==> config.mk <==
export PLATFORM = sky130hd
export DESIGN_NAME = fpu_round_arbiter
export DESIGN_NICKNAME = d
export VERILOG_FILES = /design/src/rtl/fpu_round_arbiter.sv
export SDC_FILE = /design/constraint.sdc
export NUM_CORES = 1
export LEC_CHECK = 0
export CORE_ASPECT_RATIO = 0.7
export CORE_MARGIN = 2
export CORE_UTILIZATION = 35
export DETAILED_ROUTE_END_ITERATION = 16
export DONT_BUFFER_PORTS = 1
export GPL_TIMING_DRIVEN = 0
export SYNTH_ARGS = -nofsm -noshare
export SYNTH_HDL_FRONTEND = slang
export SYNTH_SLANG_ARGS = --single-unit
==> constraint.sdc <==
create_clock -name CLK -period 12.6 [get_ports CLK]
set_input_delay 2.52 -clock CLK [delete_from_list [all_inputs] [get_ports CLK]]
set_output_delay 2.52 -clock CLK [all_outputs]
set_load 0.02 [all_outputs]
==> src/rtl/fpu_round_arbiter.sv <==
// Shared rounding datapath for NUM_REQ FPU producers: round-robin grant,
// 2-stage round pipeline with valid/ready, tagged result and sticky inexact flag.

module fpu_round_unit (
  input  logic [64:0] exp_frac,
  input  logic [2:0]  grs,
  input  logic        sign,
  input  logic [2:0]  rm,
  input  logic        dp,
  output logic [64:0] rounded,
  output logic        inexact,
  output logic        illegal_rm
);
  logic g, r, s, any_grs, add;

  assign {g, r, s} = grs;
  assign any_grs   = g | r | s;
  assign inexact   = any_grs;

  always_comb begin
    add        = 1'b0;
    illegal_rm = 1'b0;
    case (rm)
      3'b000:  add = g & (exp_frac[0] | r | s);
      3'b001:  add = 1'b0;
      3'b010:  add = sign & any_grs;
      3'b011:  add = ~sign & any_grs;
      3'b100:  add = g;
      default: illegal_rm = 1'b1;
    endcase
  end

  // Carry out of the top bit is dropped; the producer owns exponent overflow.
  assign rounded = dp ? exp_frac + 65'(add)
                      : {32'b0, exp_frac[32:0] + 33'(add)};
endmodule

module fpu_round_arbiter #(
  parameter int NUM_REQ = 4,
  parameter int TAG_W   = 2
) (
  input  logic                   CLK,
  input  logic                   RST,
  input  logic [NUM_REQ-1:0]     REQ_VALID,
  output logic [NUM_REQ-1:0]     REQ_READY,
  input  logic [NUM_REQ*65-1:0]  REQ_EXP_FRAC,
  input  logic [NUM_REQ*3-1:0]   REQ_GUARD,
  input  logic [NUM_REQ-1:0]     REQ_SIGN,
  input  logic [NUM_REQ*3-1:0]   REQ_RM,
  input  logic [NUM_REQ-1:0]     REQ_DP,
  output logic                   OUT_VALID,
  input  logic                   OUT_READY,
  output logic [64:0]            OUT_EXP_FRAC,
  output logic                   OUT_INEXACT,
  output logic                   OUT_ILLEGAL_RM,
  output logic [TAG_W-1:0]       OUT_TAG,
  input  logic                   FLAG_CLEAR,
  output logic                   FLAG_INEXACT_ACC,
  output logic                   BUSY
);
  localparam int STAGES = 2;

  typedef struct packed {
    logic [64:0]      exp_frac;
    logic [2:0]       grs;
    logic             sign;
    logic [2:0]       rm;
    logic             dp;
    logic [TAG_W-1:0] tag;
  } req_t;

  typedef struct packed {
    logic [64:0]      exp_frac;
    logic             inexact;
    logic             illegal_rm;
    logic [TAG_W-1:0] tag;
  } rsp_t;

  logic [STAGES:1]    vld_pipe;
  req_t               s1_q, grant_req;
  rsp_t               s2_q, rnd_rsp;
  logic [TAG_W-1:0]   ptr_q, win_idx;
  logic [NUM_REQ-1:0] win;
  logic               any_win, s1_accept, s2_accept, flag_q;

  function automatic logic [TAG_W-1:0] wrap_idx(input logic [TAG_W-1:0] p, input int k);
    int sum;
    sum = int'(p) + k;
    if (sum >= NUM_REQ) sum -= NUM_REQ;
    return TAG_W'(sum);
  endfunction

  assign s2_accept = ~vld_pipe[2] | OUT_READY;
  assign s1_accept = ~vld_pipe[1] | s2_accept;

  // Search starts just past the last winner so every requester gets a turn.
  always_comb begin
    win     = '0;
    win_idx = ptr_q;
    any_win = 1'b0;
    for (int k = 1; k <= NUM_REQ; k++) begin
      if (!any_win && REQ_VALID[wrap_idx(ptr_q, k)]) begin
        win[wrap_idx(ptr_q, k)] = 1'b1;
        win_idx                 = wrap_idx(ptr_q, k);
        any_win                 = 1'b1;
      end
    end
  end

  assign REQ_READY = win & {NUM_REQ{s1_accept & ~RST}};

  always_comb begin
    grant_req          = '0;
    grant_req.exp_frac = REQ_EXP_FRAC[int'(win_idx)*65 +: 65];
    grant_req.grs      = REQ_GUARD[int'(win_idx)*3 +: 3];
    grant_req.sign     = REQ_SIGN[win_idx];
    grant_req.rm       = REQ_RM[int'(win_idx)*3 +: 3];
    grant_req.dp       = REQ_DP[win_idx];
    grant_req.tag      = win_idx;
  end

  fpu_round_unit u_round (
    .exp_frac   (s1_q.exp_frac),
    .grs        (s1_q.grs),
    .sign       (s1_q.sign),
    .rm         (s1_q.rm),
    .dp         (s1_q.dp),
    .rounded    (rnd_rsp.exp_frac),
    .inexact    (rnd_rsp.inexact),
    .illegal_rm (rnd_rsp.illegal_rm)
  );
  assign rnd_rsp.tag = s1_q.tag;

  always_ff @(posedge CLK or posedge RST) begin
    if (RST) begin
      vld_pipe <= '0;
      s1_q     <= '0;
      s2_q     <= '0;
      ptr_q    <= TAG_W'(NUM_REQ - 1);
    end else begin
      if (s1_accept) begin
        vld_pipe[1] <= any_win;
        if (any_win) begin
          s1_q  <= grant_req;
          ptr_q <= win_idx;
        end
      end
      if (s2_accept) begin
        vld_pipe[2] <= vld_pipe[1];
        if (vld_pipe[1]) s2_q <= rnd_rsp;
      end
    end
  end

  // A setting transfer beats a coincident clear.
  always_ff @(posedge CLK or posedge RST) begin
    if (RST)                                         flag_q <= 1'b0;
    else if (vld_pipe[2] & OUT_READY & s2_q.inexact) flag_q <= 1'b1;
    else if (FLAG_CLEAR)                             flag_q <= 1'b0;
  end

  assign OUT_VALID        = vld_pipe[2];
  assign OUT_EXP_FRAC     = s2_q.exp_frac;
  assign OUT_INEXACT      = s2_q.inexact;
  assign OUT_ILLEGAL_RM   = s2_q.illegal_rm;
  assign OUT_TAG          = s2_q.tag;
  assign FLAG_INEXACT_ACC = flag_q;
  assign BUSY             = |vld_pipe;
endmodule

-- Word-level counts from Yosys, hierarchy flattened
Cells that the tools add are included.
- shifts and indexed selects: 3
- multiplexer cells: 45
- bitwise gates (word level): 20
- multipliers: 2
- add/sub/neg operators: 10
- order comparisons: 17
- equality and inequality tests: 4
- reduce and logical (&&, ||, !) cells: 16
- operators by type and width (cell ; count):
    260-bit by 10-bit indexed part select with 65-bit output ; 1
    65-bit by 1-bit adder with 65-bit output ; 1
    65-bit 2-to-1 mux ; 1
    33-bit by 1-bit adder with 33-bit output ; 1
    12-bit by 32-bit indexed part select with 3-bit output ; 1
    2-bit by 3-bit less-than comparator with 1-bit output, second input constant ; 9
    2-bit 2-to-1 mux ; 12
    1-bit 2-to-1 mux ; 17
    4-bit 2-to-1 mux ; 4
    1-bit binary-select mux with 2-bit select ; 6
    4-bit OR ; 3
    12-bit by 5-bit indexed part select with 3-bit output ; 1
    3-bit >= comparator, second input constant ; 3
    2-bit by 7-bit multiplier with 9-bit output, second input constant ; 1
    1-bit demux with 2-bit select ; 4
    2-bit by 1-bit >= comparator with 1-bit output, second input constant ; 4
    2-bit by 1-bit subtractor with 2-bit output, second input constant ; 4
    1-bit logical AND ; 7
    2-bit by 2-bit adder with 3-bit output, second input constant ; 2
    1-bit AND ; 6
    3-bit by 2-bit == test with 1-bit output, second input constant ; 2
    1-bit OR ; 6
    5-bit OR reduction ; 1
    2-bit by 3-bit adder with 4-bit output, second input constant ; 1
    13 further kinds ; 19
- bits of input ports: 300
- word-level logic and storage cells: 131
- flip-flop bits (word level): 149

-- Depth between registers and ports, before layout
- depth after elaboration: 22
- mapped depth: 14

-- By module
A second synthesis with hierarchy kept.
- cells, all modules: 1004
- area, all modules: 9696.8 sq um
- by module, submodules not included (module ; cells an instance ; seq. area each (sq um) ; area each (sq um) ; instances):
    fpu_round_arbiter ; 737 ; 3731.1 ; 8069.0 ; 1
    fpu_round_unit ; 267 ; 0.0 ; 1627.8 ; 1

-- Worst setup path before layout
OpenSTA, ideal clock, no wires.
- kind: input-to-output
- start: in RST
- end: out REQ_READY[0]
- data required time: 10.080 ns
- stages: 3
- path slack: 3.491 ns
- arrival: 6.589 ns
- cell sequence: inv_1 nand2_1 a21oi_1
- word-level cells in the longest chain between the ends: 3
- RTL lines (what ; RTL line ; source):
    start, declared ; 43 ; input logic RST,
    1-bit NOT ; 110 ; assign REQ_READY = win & {NUM_REQ{s1_accept & ~RST}};
    1-bit AND ; 110 ;
    4-bit AND ; 110 ;
    end, declared ; 45 ; output logic [NUM_REQ-1:0] REQ_READY,
No other way between the ends.

-- Final worst setup path
- start: in OUT_READY
- end: out REQ_READY[3]
- word-level cells in the longest chain between the ends: 4
- RTL lines (what ; RTL line ; source):
    start, declared ; 52 ; input logic OUT_READY,
    1-bit OR ; 93 ; assign s2_accept = ~vld_pipe[2] | OUT_READY;
    1-bit OR ; 94 ; assign s1_accept = ~vld_pipe[1] | s2_accept;
    1-bit AND ; 110 ;
    4-bit AND ; 110 ;
No other way between the ends.

==> summary.txt <==
Place
  – Placer Congestion: 0.9156
  – Post-DP HPWL: 37.18 mm
  – PortBufs: 0
  – Cell Area, Placed: 11,930 um^2
  – Pre-CTS setup slack: 5.602 ns

Clock tree
  – Clk slew on worst S/H paths: 0.07 ns
  – Clk_lat worst skew: 0.44 ns
  – Num Clock Sinks: 149
  – Max clock buf depth: 2
  – PostCTS Resize Cnt: 0
  – Setup repair bufs after CTS: 0
  – Root Driver: clkbuf_16
  – Hold_buf cts: 0
  – CTS buffer count: 17
  – CTS tree: done
  – H-tree depth: 4

Synthesis
  – Syn Nets: 1,666
  – Yosys top cell by area: dfrtp_1
  – Mean post-synth cell area: 8.365 um^2
  – Cells after Synth: 1,358
  – Yosys warns: 0
  – Synth async-reset ratio: 1.000
  – Synthesis-stage register bit count: 149
  – Commonest cells post-synth: nand3_1 (208), nand2_1 (159), mux2i_1 (150)
  – Sequential area share after synthesis: 0.3285
  – Number of synthesized flops with an enable pin: 0
  – Synth top area share: 0.3238
  – Top-count cell post-synth: nand3_1
  – Dominant synthesized flop cell: dfrtp_1
  – Mapped Area: 11,360 um^2
  – Synth area leaders: dfrtp_1 (32%), mux2i_1 (13%), a211oi_1 (9.6%)
  – Unique cell type count in the Yosys netlist: 60

Die
  – Die Height: 154.7 um
  – IO Pins: 376
  – Starting Density: 0.3535
  – Die area: 33,940 um^2
  – Die Span X: 219.3 um
  – # rows: 55
  – Core area: 32,140 um^2

Worst setup path
  – FF-to-FF setup slack: 7.92 ns
  – CP max FO: 10
  – Worst reg2reg endpoint: s1_q[43]
  – Slowest CP cell: buf_1
  – Critical-path cell list: nand3b_1 > clkbuf_1 > buf_1 > nand2_1 > a21oi_1
  – Crit Path Class: in -> out
  – Req. time, crit path: 10.08 ns
  – CP max stage delay: 0.51 ns
  – Path depth of the worst reg2reg path: 11
  – CP bufs+invs: 2
  – Crit path capture type: output port
  – Worst r2r src: ptr_q[0]
  – Crit start category: input pin
  – Critical Path AT: 4.53 ns
  – CP delay by family, top: buffers and inverters

Layout
  – Post-route cell area: 12,540 um^2
  – Fraction of layout cells with a size suffix above 1: 0.05607
  – Nets: 1,686
  – Syn-to-layout area delta: 10.42%

Timing
  – Achievable Freq: 0.1419 GHz
  – Setup Viol. Count Final: 0
  – Worst-Margin Slew: 1.235 ns
  – Final hold vios: 0
  – Rel. slew slack: 0.1688
  – Worst clock skew: 0.01718 ns
  – RSZ-0062 raised after global routing: false
  – Fin Setup TNS: 0 ns
  – Minimum clock period after layout: 7.048 ns
  – Post-route worst setup slack: 5.552 ns
  – Slew Limit Fails: 0
  – Fin crit share: 0.5594

Routing
  – Pre-antenna DRT Iters: 7
  – Routed vias: 11.39k
  – WL per Instance: 26.01 um
  – Starting DRT DRC Count: 1,085
  – Post-Route WL: 47.44 mm
  – Antenna violation net count after detailed routing: 0
  – Via density: 6.246
  – DRC errors left: 0

Worst hold path
  – Hold-critical path depth: 2
  – Hold Startpoint: rnd_rsp[1]
  – Min-Delay Path Class: reg -> reg
  – WHS Endpoint: OUT_TAG[1]

GRT
  – Antenna violations before repair: 5
  – Pin count of the biggest net entering global routing: 81
  – GRT Resource Usage Total: 0.2744
  – First-pass GRT wire length: 68.84 mm
  – Vias in the first global route: 10.61k
  – Grt ovf: 0

Power and ir drop
  – Power Density: 250.7 nW/um^2
  – Pleak: 4.893 nW
  – Max VDD drop: 0.1477 mV

Outcome
  – Run status: completed

Job
  – MaxCap Viol Count: 0
area by class of cell:
class / instances / area, um^2
antenna: 6 / 15.01
buffer: 152 / 598.1
clock buffer: 18 / 439.2
clock inverter: 14 / 160.2
fill: 3298 / 19590
inverter: 11 / 48.80
multi-input combinational: 1046 / 6989
sequential: 149 / 3731
tap: 427 / 534.3
timing repair buffer: 1 / 27.53
cells by family after synthesis:
family / count (synthesis) / synth area share
AND/OR/NAND/NOR: 519 / 0.2327
XOR/XNOR: 32 / 0.02467
buffers and inverters: 163 / 0.05628
AO/OA/AOI/OAI: 332 / 0.2119
multiplexers: 155 / 0.1371
flip-flops: 149 / 0.3285
adder cells (fa/ha/maj): 8 / 0.008812
through the flow:
step	power [mW]	std cells	hold WS, ns	util
after global routing	3.333	1823	0.4980	0.3902
after floorplan	2.079	1358	0.4331	-
final	3.145	1824	0.4734	0.3903
after global placement	2.563	1785	0.4528	0.3701
after CTS	3.124	1818	0.4814	0.3898
after detailed placement	2.590	1786	0.4756	0.3712
cells in the final DEF (no fill, tap or decap), types with 5 or more instances in the layout:
| cell | count |
|---|---|
| a211oi_1 | 146 |
| a21oi_1 | 11 |
| a31oi_1 | 5 |
| a32oi_1 | 8 |
| and3_1 | 12 |
| and4_1 | 11 |
| buf_1 | 12 |
| buf_2 | 22 |
| clkbuf_1 | 118 |
| clkbuf_16 | 17 |
| dfrtp_1 | 147 |
| diode_2 | 6 |
| ha_1 | 8 |
| inv_1 | 8 |
| inv_6 | 5 |
| inv_8 | 5 |
| mux2_2 | 5 |
| mux2i_1 | 150 |
| nand2_1 | 159 |
| nand2b_1 | 6 |
| nand3_1 | 208 |
| nand4_1 | 21 |
| nor2_1 | 17 |
| nor3_1 | 15 |
| nor4_1 | 10 |
| o211ai_1 | 87 |
| o21ai_0 | 44 |
| or3_1 | 14 |
| or4_1 | 18 |
| xnor2_1 | 11 |
| xor2_1 | 21 |
worst register-to-register path: cells and delay by family (launching register included):
family	cells	cell delay, ns
buffers and inverters	5	2.27
AOI/OAI and AO/OA	4	0.84
DFF	1	0.61
muxes	1	0.46
adders and majority gates	1	0.37
worst max-delay path by stage:
| stage | start | to | slack, ns | cells after the start |
|---|---|---|---|---|
| after floorplan | RST | REQ_READY[0] | 3.49 | 3 |
| after global placement | RST | REQ_READY[1] | 1.46 | 3 |
| after detailed placement | OUT_READY | REQ_READY[1] | 5.60 | 5 |
| after CTS | OUT_READY | REQ_READY[1] | 5.60 | 5 |
| after global routing | OUT_READY | REQ_READY[3] | 5.45 | 5 |
| final | OUT_READY | REQ_READY[3] | 5.55 | 5 |
power breakdown:
| part | internal (mW) | leakage, nW | switching [mW] |
|---|---|---|---|
| combinational | 0.558 | 2.75 | 0.955 |
| clock | 0.288 | 0.293 | 0.238 |
| sequential | 0.691 | 1.85 | 0.414 |
| total | 1.54 | 4.89 | 1.61 |
metal layers:
| metal | GRT usage | share of wire | vias to the layer above |
|---|---|---|---|
| met5 | 0 | 0 | - |
| li1 | - | - | 5245 |
| met4 | 0.09395 | 0.027 | 0 |
| met1 | 0.4064 | 0.46 | 5446 |
| met3 | 0.06549 | 0.092 | 68 |
| met2 | 0.3852 | 0.42 | 634 |
flip-flops by register name (all words and copies together) (netlist names), 2 cells and up:
name and flops:
OUT_EXP_FRAC 65, s1_q 73, rnd_rsp 2, OUT_TAG 2
ptr_q 2, vld_pipe 2
No activity file was read; power rests on OpenSTA's default activity.
